File: config.mk
export PLATFORM = sky130hd
export DESIGN_NAME = dequantizer
export DESIGN_NICKNAME = d
export VERILOG_FILES = /design/src/rtl/dequantizer.sv
export SDC_FILE = /design/constraint.sdc
export NUM_CORES = 1
export LEC_CHECK = 0
export ABC_CLOCK_PERIOD_IN_PS = 8200
export CORE_ASPECT_RATIO = 0.5
export CORE_UTILIZATION = 40
export CTS_BUF_LIST = sky130_fd_sc_hd__clkbuf_8
export DETAILED_ROUTE_END_ITERATION = 6
export GPL_TIMING_DRIVEN = 0
export HOLD_SLACK_MARGIN = 0.12
export PLACE_DENSITY_LB_ADDON = 0.05
export SLEW_MARGIN = 5
export SYNTH_ARGS = -nofsm -noshare
export SYNTH_HDL_FRONTEND = slang
export SYNTH_SLANG_ARGS = --single-unit
File: constraint.sdc
create_clock -name clk_i -period 8.2 [get_ports clk_i]
set_input_delay 1.23 -clock clk_i [delete_from_list [all_inputs] [get_ports clk_i]]
set_output_delay 1.23 -clock clk_i [all_outputs]
set_load 0.03 [all_outputs]
File: src/rtl/dequantizer.sv
// dequantizer: zigzag coefficient x quant table, saturated to Q_BIT fixed point with natural (row,col); hd_* coefficient in, qt_* table write, dq_* result out
module dequantizer #(
  parameter int Q_BIT = 32,
  parameter int Q_FRAC = 16,
  parameter int C_BIT = 12
) (
  input  logic             clk_i,
  input  logic             rst_i,
  input  logic [C_BIT-1:0] hd_veri_i,
  input  logic             hd_eob_i,
  input  logic             hd_gecerli_i,
  output logic             hd_hazir_o,
  input  logic             qt_yaz_i,
  input  logic [5:0]       qt_adr_i,
  input  logic [7:0]       qt_veri_i,
  output logic [Q_BIT-1:0] dq_veri_o,
  output logic [2:0]       dq_row_o,
  output logic [2:0]       dq_col_o,
  output logic             dq_gecerli_o,
  output logic             dq_blok_son_o,
  input  logic             dq_hazir_i
);
  localparam int IW = Q_BIT - Q_FRAC;
  localparam int PW = C_BIT + 9;
  localparam logic [0:0] AL = 1'b0;
  localparam logic [0:0] DOLDUR = 1'b1;
  localparam logic signed [IW-1:0] MAXV = {1'b0, {(IW-1){1'b1}}};
  localparam logic signed [IW-1:0] MINV = {1'b1, {(IW-1){1'b0}}};
  localparam logic [5:0] ZZ [64] = '{
    6'd0,  6'd1,  6'd8,  6'd16, 6'd9,  6'd2,  6'd3,  6'd10,
    6'd17, 6'd24, 6'd32, 6'd25, 6'd18, 6'd11, 6'd4,  6'd5,
    6'd12, 6'd19, 6'd26, 6'd33, 6'd40, 6'd48, 6'd41, 6'd34,
    6'd27, 6'd20, 6'd13, 6'd6,  6'd7,  6'd14, 6'd21, 6'd28,
    6'd35, 6'd42, 6'd49, 6'd56, 6'd57, 6'd50, 6'd43, 6'd36,
    6'd29, 6'd22, 6'd15, 6'd23, 6'd30, 6'd37, 6'd44, 6'd51,
    6'd58, 6'd59, 6'd52, 6'd45, 6'd38, 6'd31, 6'd39, 6'd46,
    6'd53, 6'd60, 6'd61, 6'd54, 6'd47, 6'd55, 6'd62, 6'd63
  };
  logic [7:0] qt [64];
  logic [5:0] k;
  logic [0:0] state;
  logic free, ld_in, ld_fill;
  logic signed [PW-1:0] p;
  logic signed [IW-1:0] sat;
  assign free = !dq_gecerli_o || dq_hazir_i;
  assign hd_hazir_o = state == AL && free;
  assign ld_in = hd_gecerli_i && hd_hazir_o;
  assign ld_fill = state == DOLDUR && free;
  always_comb begin
    p = PW'($signed(hd_veri_i)) * PW'($signed({1'b0, qt[k]}));
    sat = p > PW'(MAXV) ? MAXV : p < PW'(MINV) ? MINV : p[IW-1:0];
  end
  always_ff @(posedge clk_i) begin
    if (rst_i) begin
      for (int i = 0; i < 64; i++) qt[i] <= 8'd1;
      k <= '0;
      state <= AL;
      dq_gecerli_o <= 1'b0;
      dq_blok_son_o <= 1'b0;
      dq_veri_o <= '0;
      dq_row_o <= '0;
      dq_col_o <= '0;
    end else begin
      if (qt_yaz_i) qt[qt_adr_i] <= qt_veri_i;
      if (ld_in || ld_fill) begin
        k <= k + 6'd1;
        dq_gecerli_o <= 1'b1;
        dq_veri_o <= ld_in ? {sat, {Q_FRAC{1'b0}}} : '0;
        {dq_row_o, dq_col_o} <= ZZ[k];
        dq_blok_son_o <= &k;
      end else if (dq_hazir_i) dq_gecerli_o <= 1'b0;
      if (ld_in && hd_eob_i && !(&k)) state <= DOLDUR;
      else if (ld_fill && &k) state <= AL;
    end
  end
endmodule

Word level (Yosys, flattened, before mapping)
Memories as Yosys holds them, arrays and structs flattened. A register that Yosys moved wholly into a read port is not among the register bits. Cells that the tools add are included.

Add/sub/neg operators: 1. $mul: 1. $lt $le $gt $ge: 2. Mux-type cells: 17. Bitwise gates (word level): 2. Reduce and logical (&&, ||, !) cells: 14.

Operator list (number): $mux W16 (2); $mux W32 (1); $gt A21 B16 Y1 const B (1); $lt A21 B16 Y1 const B (1); $mul A12 B9 Y21 (1); $mux W6 (3); $mux W1 (10); $mux W8 (1); $reduce_or A8 Y1 (1); $not A6 Y7 (1); $add A6 B1 Y6 const B (1); $logic_and A1 B1 Y1 (6); $reduce_and A6 Y1 (1); $reduce_bool A2 Y1 (2); $logic_not A1 Y1 (2); $logic_or A1 B1 Y1 (2); $not A1 Y1 (1).

Register bits: 41. Bits in writable memories: 512. Bits in read-only memories: 384. Output and inout port bits: 41. Memories: 2.

Memory list: qt (depth 64, bits a word 8, rd ports 1, clocked after memory_dff 1, write ports 64, line 39) `logic [7:0] qt [64];`; (name not given) (depth 64, bits a word 6, rd ports 1, clocked after memory_dff 1, write ports 0, line 69) `{dq_row_o, dq_col_o} <= ZZ[k];`.

Longest topological paths before layout
Gate-level depths: netlist of run 1.

Depth after elaboration: 7. Depth in mapped cells: 31.

Worst setup path before layout of run 1
OpenSTA, ideal clock, no wires.

Path kind: register to register. From: reg (tool-made name). To: reg dq_veri_o[23]. Arrival: 7.069 ns. Setup slack: 1.002 ns. Stages on the path, launching flop included: 28. Path buffers: 6. Path through: dfxtp_1 > buf_6 > buf_6 > buf_6 > mux4_2 > mux4_2 > mux4_2 > buf_2 > and2_1 > fa_1 > inv_1 > fa_1 > inv_1 > fa_1 > inv_1 > fa_1 > inv_1 > ha_1 > clkbuf_1 > nand4_1 > nor2b_1 > a221oi_1 > o2111ai_1 > a2111oi_0 > nand4bb_1 > clkbuf_1 > a21boi_0 > o31ai_1.

RTL lines: end signal, assigned (line 68) `dq_veri_o <= ld_in ? {sat, {Q_FRAC{1'b0}}} : '0;`; end, declared (line 16) `output logic [Q_BIT-1:0] dq_veri_o,`.

==> results of run 1 <==
power by group through the flow:
stage               registers, W  clock network [W]  logic [W]
floorplan                0.00336                  0    0.00293
global placement         0.00333                  0    0.00407
detailed placement       0.00334                  0    0.00409
CTS                      0.00328            0.00227    0.00423
global route             0.00329            0.00239    0.00480
finish                   0.00328            0.00223    0.00432
registers in the layout, indices dropped and copies added, names as in the netlist, named ones only:
register,flops
dq_blok_son_o,1
dq_col_o,3
dq_gecerli_o,1
dq_row_o,3
dq_veri_o,16
k,6
qt,512
state,1
routing by layer:
layer	vias to the layer above	track usage (%)	share of wire, %
met3	121	4.08	6.5
met4	0	6.89	2.5
li1	8138	-	-
met1	9536	37.2	47
met2	643	37.6	44
met5	-	0	0
cell usage in the layout, fill, tap and decap left out, types with 47 or more instances in the layout:
| cell type | n |
|---|---|
| edfxtp_1 | 512 |
| and2_1 | 507 |
| mux4_2 | 164 |
| inv_1 | 151 |
| nor2_1 | 104 |
| clkbuf_1 | 94 |
| clkbuf_8 | 89 |
| nand2_1 | 78 |
| fa_1 | 76 |
| or2_2 | 66 |
| or3_1 | 66 |
| ha_1 | 56 |
| clkdlybuf4s50_1 | 47 |
final cells by class:
cell class / instances / area (um2)
Antenna cell: 3 / 7.51
Timing Repair Buffer: 59 / 561
Clock inverter: 64 / 337
Clock buffer: 87 / 1200
Buffer: 162 / 862
Inverter: 125 / 469
Sequential cell: 549 / 16100
Multi-Input combinational cell: 1376 / 12400
Fill cell: 6688 / 40000
Tap cell: 972 / 1220
metrics by stage:
| step | utilization [%] | instances |
|---|---|---|
| finish | 45.4 | 3397 |
| detailed placement | 42.9 | 3235 |
| global route | 45.4 | 3397 |
| global placement | 42.9 | 3235 |
| CTS | 45.2 | 3386 |
| floorplan | - | 2216 |
worst max-delay path, stage by stage, from the launching register on:
cell and delay (ns):
dfxtp_1 0.34, buf_6 0.16, buf_12 0.19, buf_12 0.19, mux4_2 0.57, mux4_2 0.60, mux4_2 0.62, buf_2 0.23
nand2_1 0.11, inv_1 0.09, fa_1 0.53, inv_1 0.11, fa_1 0.51, fa_1 0.45, fa_1 0.55, inv_1 0.05
ha_2 0.39, o21ai_0 0.14, or2_2 0.31, a221oi_2 0.25, o2111ai_2 0.20, a2111oi_2 0.38, nand4bb_4 0.21, clkbuf_4 0.20
a21boi_0 0.21, o31ai_1 0.09
final timing paths:
kind                       from             to  slack (ns)  depth (start not counted)
setup reg to reg       register  dq_veri_o[27]        0.35                         25
hold reg to reg   dq_blok_son_o  dq_blok_son_o        0.46                          2
hold / removal    dq_blok_son_o  dq_blok_son_o        0.46                          2
setup / recovery       register  dq_veri_o[27]        0.35                         25
logic make-up after synthesis:
kind of cell    Yosys count  synth area share (%)
compound gates          149                  3.29
xor+xnor                 20                 0.591
fa+ha+maj               136                  7.72
buf+inv                 291                  4.07
flops                   549                  54.4
mux                     173                  12.8
other cells               1                0.0127
simple gates            882                  17.1
what timing repair did:
| action | 4_1_cts | 5_1_grt |
|---|---|---|
| resized for setup | 49 | 24 |
| pin swaps | 1 | 1 |
| endpoints found under the setup margin | 16 | 15 |
| buffers inserted | 1 | 11 |
==> results.cfg, run 1 <==
[cts]
clock_latency_ns = 0.75
cts_root_buf = clkbuf_8
cts_buffers = 84
htreeDepth = 3
cts.clk_slew.worst_paths_ns = 0.06
clock-sinks = 549
cts_tree = yes
holdBufCountCts = 0
cts_buffer_depth = 3

[power]
p_leak_nw = 11.8
p_total_w = 0.00983
p_seq_share_pct = 33.4
clockPowerShare_pct = 22.7
pwr_density_cell_nw_per_um2 = 296
max-vdd-ir-drop_mv = 0.280
p_int_w = 0.00607
swShare_pct = 38.3
combPwrFrac_pct = 44.0
p_switching_w = 0.00376

[synth]
synth_flop_cell = edfxtp_1
synth-edff-count = 512
synth_area_leader_cell = edfxtp_1
synth.top_cells.by_count = 512 x edfxtp_1, 507 x and2_1, 164 x mux4_2, 125 x inv_1, 108 x clkbuf_1
synth.most_common_cell = edfxtp_1
yosysUniqueCellTypes = 58
syn_area_per_cell_um2 = 13.5
synthCells = 2201
synth_top_area_share_pct = 51.9
ys_ff_latch = 549
yosysSeqAreaShare_pct = 54.4
syn-cell-area_um2 = 29600
async_reset_ff_share_pct = 0
synth_top_cells_by_area = edfxtp_1 52%, mux4_2 12%, and2_1 11%
ys.warnings.count = 0

[placed_design]
placed_cell_area_um2 = 31400
dp_hpwl_um = 64900
port_buffers = 47
pre_cts_slack_ns = -1.10
gp_congestion = 0.849

[floorplanning]
start_util_pct = 40.5
io_pins = 73
die_h_um = 194
num_rows = 70
die_area_um2 = 75200
core-area_um2 = 73100
die_x_um = 387

[route]
drt.antenna.violating_nets = 0
wirelength_um = 92400
vias_per_cell = 5.43
wl_per_cell_um = 27.2
via_count = 18400
firstDrtPassIters = 5
drcViolationCount = 0
dr.first_iter.drc_count = 1752

[sta]
tightest_slew_ns = 1.36
max_freq_mhz = 127
fin_ws_ns = 0.347
tns_ns = 0
fin_crit_ns = 7.85
slew_headroom_pct = 9.13
setup_viol = 0
report.final.slew_viol_count = 0
period_share_pct = 95.8
hold_slack_ns = 0.461
finalHoldViolations = 0
fin_worst_skew_ns = 0.0369

[worst_setup_path]
cp-start-kind = register
required_ns = 8.78
cp.arrival_ns = 8.43
cp_max_fo = 10
endpoint_kind = register
path_class = reg -> reg

[layout]
syn_to_final_growth_pct = 12.0
nets = 2525
fin_area_um2 = 33200
drive_gt1_share_pct = 17.0

[grt]
grt_pass1_vias = 18400
antenna_found_initial = 9
overflow = 0
grt_pass1_wl_um = 133000
grt_usage_pct = 24.9
grt_max_degree = 13

[flow_run]
max_cap_violations = 0

[outcome]
outcome = complete, no violations

[hold_path]
worstHoldPathType = reg -> reg
Power figures use the tool's default switching activity.
==> inputs of run 2 (changes only) <==
--- a/config.mk
+++ b/config.mk
@@ -5,7 +5,6 @@
 export SDC_FILE = /design/constraint.sdc
 export NUM_CORES = 1
 export LEC_CHECK = 0
-export ABC_CLOCK_PERIOD_IN_PS = 8200
 export CORE_ASPECT_RATIO = 0.5
 export CORE_UTILIZATION = 40
 export CTS_BUF_LIST = sky130_fd_sc_hd__clkbuf_8
==> results of run 2 <==
Final layout, timing and power as in run 1 (identical DEF).
